$ cat config.mk
export PLATFORM = sky130hd
export DESIGN_NAME = serial_seq_transmitter_flat
export DESIGN_NICKNAME = d
export VERILOG_FILES = /design/src/rtl/serial_seq_transmitter_if.sv /design/src/rtl/serial_seq_transmitter.sv /design/src/flat_wrapper.sv
export SDC_FILE = /design/constraint.sdc
export NUM_CORES = 1
export LEC_CHECK = 0
export CAP_MARGIN = 20
export CORE_ASPECT_RATIO = 1.4
export CORE_MARGIN = 1
export CORE_UTILIZATION = 57
export DETAILED_ROUTE_END_ITERATION = 16
export DONT_BUFFER_PORTS = 1
export PLACE_DENSITY = 0.87
export SLEW_MARGIN = 20
export SYNTH_ARGS = -nofsm -noshare
export SYNTH_HDL_FRONTEND = slang
export SYNTH_SLANG_ARGS = --single-unit
$ cat constraint.sdc
create_clock -name clk -period 2 [get_ports clk]
set_input_delay 0.4 -clock clk [delete_from_list [all_inputs] [get_ports clk]]
set_output_delay 0.4 -clock clk [all_outputs]
set_load 0.03 [all_outputs]
$ cat src/rtl/serial_seq_transmitter_if.sv
// rtl/serial_seq_transmitter_if.sv - word input and serial output handshake bundle for serial_seq_transmitter
interface serial_seq_transmitter_if #(
    parameter int WORD_W = 8
);
    logic [WORD_W-1:0] word_data;
    logic              word_valid;
    logic              word_ready;
    logic              seq;
    logic              valid;
    logic              out_ready;

    // master: the word source plus the downstream serial consumer
    modport master (
        output word_data, word_valid, out_ready,
        input  word_ready, seq, valid
    );

    modport slave (
        input  word_data, word_valid, out_ready,
        output word_ready, seq, valid
    );
endinterface

$ cat src/rtl/serial_seq_transmitter.sv
// rtl/serial_seq_transmitter.sv - MSB-first word serializer with on-demand pattern injection
// Optional even-parity bit per word when SEQ_TX_PARITY_EN is defined.
module serial_seq_transmitter #(
    parameter int          WORD_W      = 8,
    parameter logic [15:0] PATTERN     = 16'b10110,
    parameter int          PATTERN_LEN = 5,
    parameter int          CNT_W       = 16
) (
    input  logic                    clk,
    input  logic                    reset,
    serial_seq_transmitter_if.slave bus_if,
    input  logic                    pattern_req_i,
    output logic                    busy_o,
    output logic [CNT_W-1:0]        words_sent_o,
    output logic [CNT_W-1:0]        patterns_sent_o
);
    localparam int SH_W = 32;
    // Words and the pattern are both left-aligned into one shifter so a single
    // path feeds seq regardless of which frame type is in flight.
    localparam logic [SH_W-1:0] PAT_LOAD =
        SH_W'(PATTERN[PATTERN_LEN-1:0]) << (SH_W - PATTERN_LEN);

`ifdef SEQ_TX_PARITY_EN
    typedef enum logic [1:0] {S_IDLE, S_WORD, S_PAT, S_PAR} state_t;
`else
    typedef enum logic [1:0] {S_IDLE, S_WORD, S_PAT} state_t;
`endif

    state_t            state_q,   state_d;
    logic [SH_W-1:0]   sh_q,      sh_d;
    logic [5:0]        cnt_q,     cnt_d;
    logic              pending_q, pending_d;
    logic              seq_q,     seq_d;
    logic              valid_q,   valid_d;
    logic [CNT_W-1:0]  words_q,   words_d;
    logic [CNT_W-1:0]  pats_q,    pats_d;
`ifdef SEQ_TX_PARITY_EN
    logic              parity_q,  parity_d;
`endif

    logic              word_ready;
    logic              xfer;
    logic              enter_pat;
    logic [SH_W-1:0]   word_load;

    always_comb begin
        word_ready = (state_q == S_IDLE) && !pending_q && !reset;
        xfer       = valid_q && bus_if.out_ready;
        enter_pat  = (state_q == S_IDLE) && pending_q;
        word_load  = SH_W'(bus_if.word_data) << (SH_W - WORD_W);

        state_d   = state_q;
        sh_d      = sh_q;
        cnt_d     = cnt_q;
        seq_d     = seq_q;
        valid_d   = valid_q;
        words_d   = words_q;
        pats_d    = pats_q;
`ifdef SEQ_TX_PARITY_EN
        parity_d  = parity_q;
`endif
        // A request on the very edge PAT is entered re-arms the flag so it is never lost.
        pending_d = pattern_req_i || (pending_q && !enter_pat);

        case (state_q)
            S_IDLE: begin
                if (enter_pat) begin
                    state_d = S_PAT;
                    seq_d   = PAT_LOAD[SH_W-1];
                    sh_d    = PAT_LOAD << 1;
                    cnt_d   = 6'(PATTERN_LEN - 1);
                    valid_d = 1'b1;
                end else if (bus_if.word_valid && word_ready) begin
                    state_d  = S_WORD;
                    seq_d    = word_load[SH_W-1];
                    sh_d     = word_load << 1;
                    cnt_d    = 6'(WORD_W - 1);
                    valid_d  = 1'b1;
`ifdef SEQ_TX_PARITY_EN
                    parity_d = ^bus_if.word_data;
`endif
                end
            end
            S_WORD, S_PAT: begin
                if (xfer) begin
                    if (cnt_q != 6'd0) begin
                        seq_d = sh_q[SH_W-1];
                        sh_d  = sh_q << 1;
                        cnt_d = cnt_q - 6'd1;
                    end else if (state_q == S_PAT) begin
                        pats_d  = pats_q + CNT_W'(1);
                        state_d = S_IDLE;
                        seq_d   = 1'b0;
                        valid_d = 1'b0;
                    end else begin
`ifdef SEQ_TX_PARITY_EN
                        state_d = S_PAR;
                        seq_d   = parity_q;
`else
                        words_d = words_q + CNT_W'(1);
                        state_d = S_IDLE;
                        seq_d   = 1'b0;
                        valid_d = 1'b0;
`endif
                    end
                end
            end
`ifdef SEQ_TX_PARITY_EN
            S_PAR: begin
                if (xfer) begin
                    words_d = words_q + CNT_W'(1);
                    state_d = S_IDLE;
                    seq_d   = 1'b0;
                    valid_d = 1'b0;
                end
            end
`endif
            default: state_d = S_IDLE;
        endcase
    end

    always_ff @(posedge clk) begin
        if (reset) begin
            state_q   <= S_IDLE;
            sh_q      <= '0;
            cnt_q     <= '0;
            pending_q <= 1'b0;
            seq_q     <= 1'b0;
            valid_q   <= 1'b0;
            words_q   <= '0;
            pats_q    <= '0;
`ifdef SEQ_TX_PARITY_EN
            parity_q  <= 1'b0;
`endif
        end else begin
            state_q   <= state_d;
            sh_q      <= sh_d;
            cnt_q     <= cnt_d;
            pending_q <= pending_d;
            seq_q     <= seq_d;
            valid_q   <= valid_d;
            words_q   <= words_d;
            pats_q    <= pats_d;
`ifdef SEQ_TX_PARITY_EN
            parity_q  <= parity_d;
`endif
        end
    end

    assign bus_if.word_ready = word_ready;
    assign bus_if.seq        = seq_q;
    assign bus_if.valid      = valid_q;
    assign busy_o            = (state_q != S_IDLE) || pending_q;
    assign words_sent_o      = words_q;
    assign patterns_sent_o   = pats_q;
endmodule

$ cat src/flat_wrapper.sv
// flat-port wrapper written by rule: the top's interface ports become plain ports
module serial_seq_transmitter_flat 
#(
    parameter int          WORD_W      = 8,
    parameter logic [15:0] PATTERN     = 16'b10110,
    parameter int          PATTERN_LEN = 5,
    parameter int          CNT_W       = 16
)
  (clk, reset, pattern_req_i, busy_o, words_sent_o, patterns_sent_o, bus_if_word_data, bus_if_word_valid, bus_if_out_ready, bus_if_word_ready, bus_if_seq, bus_if_valid);
  serial_seq_transmitter_if #(.WORD_W(WORD_W)) bus_if_i ();
  input  logic clk;
  input  logic reset;
  input  logic pattern_req_i;
  output logic busy_o;
  output logic [CNT_W-1:0] words_sent_o;
  output logic [CNT_W-1:0] patterns_sent_o;
  input wire logic [$bits(bus_if_i.word_data)-1:0] bus_if_word_data;
  input wire logic [$bits(bus_if_i.word_valid)-1:0] bus_if_word_valid;
  input wire logic [$bits(bus_if_i.out_ready)-1:0] bus_if_out_ready;
  output wire logic [$bits(bus_if_i.word_ready)-1:0] bus_if_word_ready;
  output wire logic [$bits(bus_if_i.seq)-1:0] bus_if_seq;
  output wire logic [$bits(bus_if_i.valid)-1:0] bus_if_valid;
  assign bus_if_i.word_data = bus_if_word_data;
  assign bus_if_i.word_valid = bus_if_word_valid;
  assign bus_if_i.out_ready = bus_if_out_ready;
  assign bus_if_word_ready = bus_if_i.word_ready;
  assign bus_if_seq = bus_if_i.seq;
  assign bus_if_valid = bus_if_i.valid;
  serial_seq_transmitter #(.WORD_W(WORD_W), .PATTERN(PATTERN), .PATTERN_LEN(PATTERN_LEN), .CNT_W(CNT_W)) u_core (.clk(clk), .reset(reset), .bus_if(bus_if_i), .pattern_req_i(pattern_req_i), .busy_o(busy_o), .words_sent_o(words_sent_o), .patterns_sent_o(patterns_sent_o));
endmodule
==> key figures <==
Logic synthesis
  • Yosys top cell by area: dfxtp_1
  • Top cell type's share of synthesized area: 37.1%
  • Dominant synthesized flop cell: dfxtp_1
  • Avg Synthesized Cell Area: 8.63 um2
  • Synth area leaders: dfxtp_1, a21oi_1, mux2_1
  • Syn nets: 333
  • Synth cell count leaders: dfxtp_1, a21oi_1, nor2_1, nand2_1, inv_1
  • Synthesized area: 2700 um2
  • Top-count cell post-synth: dfxtp_1
  • Ys async rst share: 0%
  • Seq/Total Area, Yosys: 37.1%
  • Post-synth EDFFs: 0
  • Mapped Cells: 313
  • Synth unique cells: 51
  • Synth Warn #: 0
  • Number of synthesized register bits: 50

Timing
  • Fmax: 0.461 GHz
  • Max_slew headroom: 64.5%
  • Unrepaired setup endpoints after global routing: yes
  • Final worst slack: -0.169 ns
  • Final-report hold violation count: 0
  • Fin Clk Skew: 0.00956 ns
  • Period minus WS final: 2.17 ns
  • Tcrit/Tclk final: 108%
  • Worst Hold Margin: 0.145 ns
  • Finish-stage setup viols: 17
  • Actual slew at the worst max-slew pin: 0.519 ns
  • Final Max Tran Viols: 0

Clock tree
  • Skew-Pair Late Insertion Delay: 0.31 ns
  • Clock sink total: 50
  • Root Buffer: clkbuf_8
  • TritonCTS clock tree: built
  • Clock buffer depth: 2
  • H-tree levels: 2
  • Total CTS buffers: 5
  • Worst-path clk slew: 0.09 ns

Finish
  • Ratio of cells with drive above 1 in the final layout: 32.6%
  • N_diodes: 0
  • Fill count: 285
  • Final core utilization: 78.1%
  • Seq. cell area: 1000 um2
  • Nets: 385
  • Cell area after layout: 3540 um2
  • Area Growth Syn to Fin: 31.2%
  • Multi-input gate area: 1840 um2

Pwr
  • Total power: 0.00390 W
  • Sw Share: 40.7%
  • Reg power frac: 31.0%
  • Comb pwr share: 50.1%
  • Internal Power: 0.00231 W
  • Clock share of power: 18.9%
  • NetSw: 0.00159 W
  • Power per cell area: 1100 nW/um2
  • Leakage: 1.37 nW
  • Maximum VDD drop: 1.06 mV

Critical path
  • Arr. time, crit path: 2.39 ns
  • Crit-path max FO: 8
  • Worst setup EP type: flip-flop
  • RR Startpoint: u_core.state_q[0]
  • Startpoint Class: flip-flop
  • RR Endpoint: u_core.words_sent_o[7]
  • CP required: 2.22 ns
  • Worst Setup Path Type: reg -> reg
  • R2r worst-path depth: 8
  • FF-to-FF setup slack: -0.17 ns

Route
  • Iteration-0 DRC Markers: 221
  • WL/cell: 19.3 um
  • DR pass1 iterations: 5
  • Total wire length: 8.25 mm
  • Via Count: 2806
  • Drt drc: 0
  • Post-DRT Antenna Nets: 0
  • Via density: 6.57

Min path
  • HP Class: in -> reg
  • Worst Hold End: u_core.words_sent_o[4]
  • Hold_sp: reset
  • Hold Path Depth: 1

Die
  • Number of core rows: 29
  • Die width: 60.2 um
  • IO Count: 49
  • Die Y-Extent: 83.5 um
  • Area of the die: 5020 um2
  • Core area: 4540 um2
  • Starting Density: 59.6%

Placement
  • Setup WS pre-CTS: -0.0702 ns
  • Input/output buffers: 0
  • Routability cong.: 0.852
  • Placed cell areas: 3060 um2
  • DP HPWL: 4.79 mm

Global route
  • GRT Util Overall: 29.1%
  • Overflow after GRT: 0
  • Global-route wire length before repair: 11.4 mm
  • Antenna violations before repair: 0
  • Vias in the first global route: 2522
  • Pin count of the biggest net entering global routing: 63

Status
  • Status: finished, violations left
  • Violated checks: negative setup slack

Run
  • Max cap viols: 0
cell usage in the layout (no fill, tap or decap), drive strengths merged, types with 2 or more instances in the layout:
cell,count
o31ai,13
o22ai,2
dfxtp,50
nand2b,2
or3,11
and4,5
mux2i,2
nand4,11
inv,15
nand2,17
xor2,3
nor4,7
ha,7
nand3,14
a311oi,3
buf,58
a22oi,4
a31oi,10
clkbuf,6
and2,3
a211oi,5
mux2,10
nor2,23
nor2b,11
o21ai,12
nor3,7
a21oi,29
or2,2
or4,12
critical path, stage by stage, from the launching register on:
cell and delay (ns):
dfxtp_2 0.34, inv_2 0.05, ha_4 0.26, nor4bb_4 0.31
buf_6 0.21, nand3_4 0.16, buf_6 0.20, or3_1 0.34
a21oi_1 0.22
layer usage:
layer | track usage (%) | part of all wire, % | vias up
li1 | - | - | 1280
met1 | 33.6 | 37 | 1362
met2 | 49.9 | 53 | 129
met3 | 6.36 | 5.1 | 35
met5 | 0 | 0 | -
met4 | 12.1 | 4.4 | 0
registers in the layout (all words and copies together), names as in the netlist:
register and cells:
u_core.bus_if.valid 1, u_core.bus_if.seq 1, u_core.patterns_sent_o 16, u_core.cnt_q 6, u_core.state_q 2, u_core.pending_q 1, u_core.words_sent_o 16, u_core.sh_q 7
cell families (layout without fill, tap and decap cells):
family,count (synthesis),in the layout,synth area share (%)
DFF,50,50,37.1
xor gates and xnor gates,4,4,1.30
and+or+nand+nor,126,128,28.8
AOI/OAI and AO/OA,84,84,19.4
muxes,12,12,4.91
adders and majority gates,7,7,3.24
buffers and inverters,30,80,5.33
final cells by class:
cell class / count / area share (%)
Tap cell: 62 / 2.19
Timing Repair Buffer: 58 / 12.9
Sequential cell: 50 / 28.3
Clock buffer: 6 / 2.33
Clock inverter: 1 / 0.847
Multi-Input combinational cell: 235 / 51.8
Inverter: 15 / 1.59
repair_timing:
action                     CTS  global route
cloned                       0             2
setup buffers                3             7
hold buffers                 0             0
pin swaps                    2            17
setup endpoints to repair   24            37
resized for setup            7            48
worst max-delay path by stage:
stage | start | end
2_1_floorplan | u_core.state_q[1] | u_core.patterns_sent_o[13]
3_3_place_gp | u_core.state_q[0] | u_core.cnt_q[3]
3_5_place_dp | u_core.state_q[0] | u_core.patterns_sent_o[5]
4_1_cts | u_core.cnt_q[1] | u_core.words_sent_o[8]
5_1_grt | u_core.state_q[0] | u_core.words_sent_o[7]
6_report | u_core.state_q[0] | u_core.words_sent_o[7]
power by group through the flow:
stage          Clock, W  Combinational, W  Sequential, W
2_1_floorplan         0           0.00119        0.00123
3_3_place_gp          0           0.00160        0.00121
3_5_place_dp          0           0.00166        0.00122
4_1_cts        0.000732           0.00172        0.00120
5_1_grt        0.000771           0.00212        0.00122
6_report       0.000737           0.00195        0.00121
metrics by stage:
stage	TNS, ns	std cells
finish	-0.988	427
global route	-3.22	427
CTS	-0.0226	418
detailed placement	-0.414	408
global placement	-0.00454	408
floorplan	-0.0672	313
(Power assumes the default switching activity.)
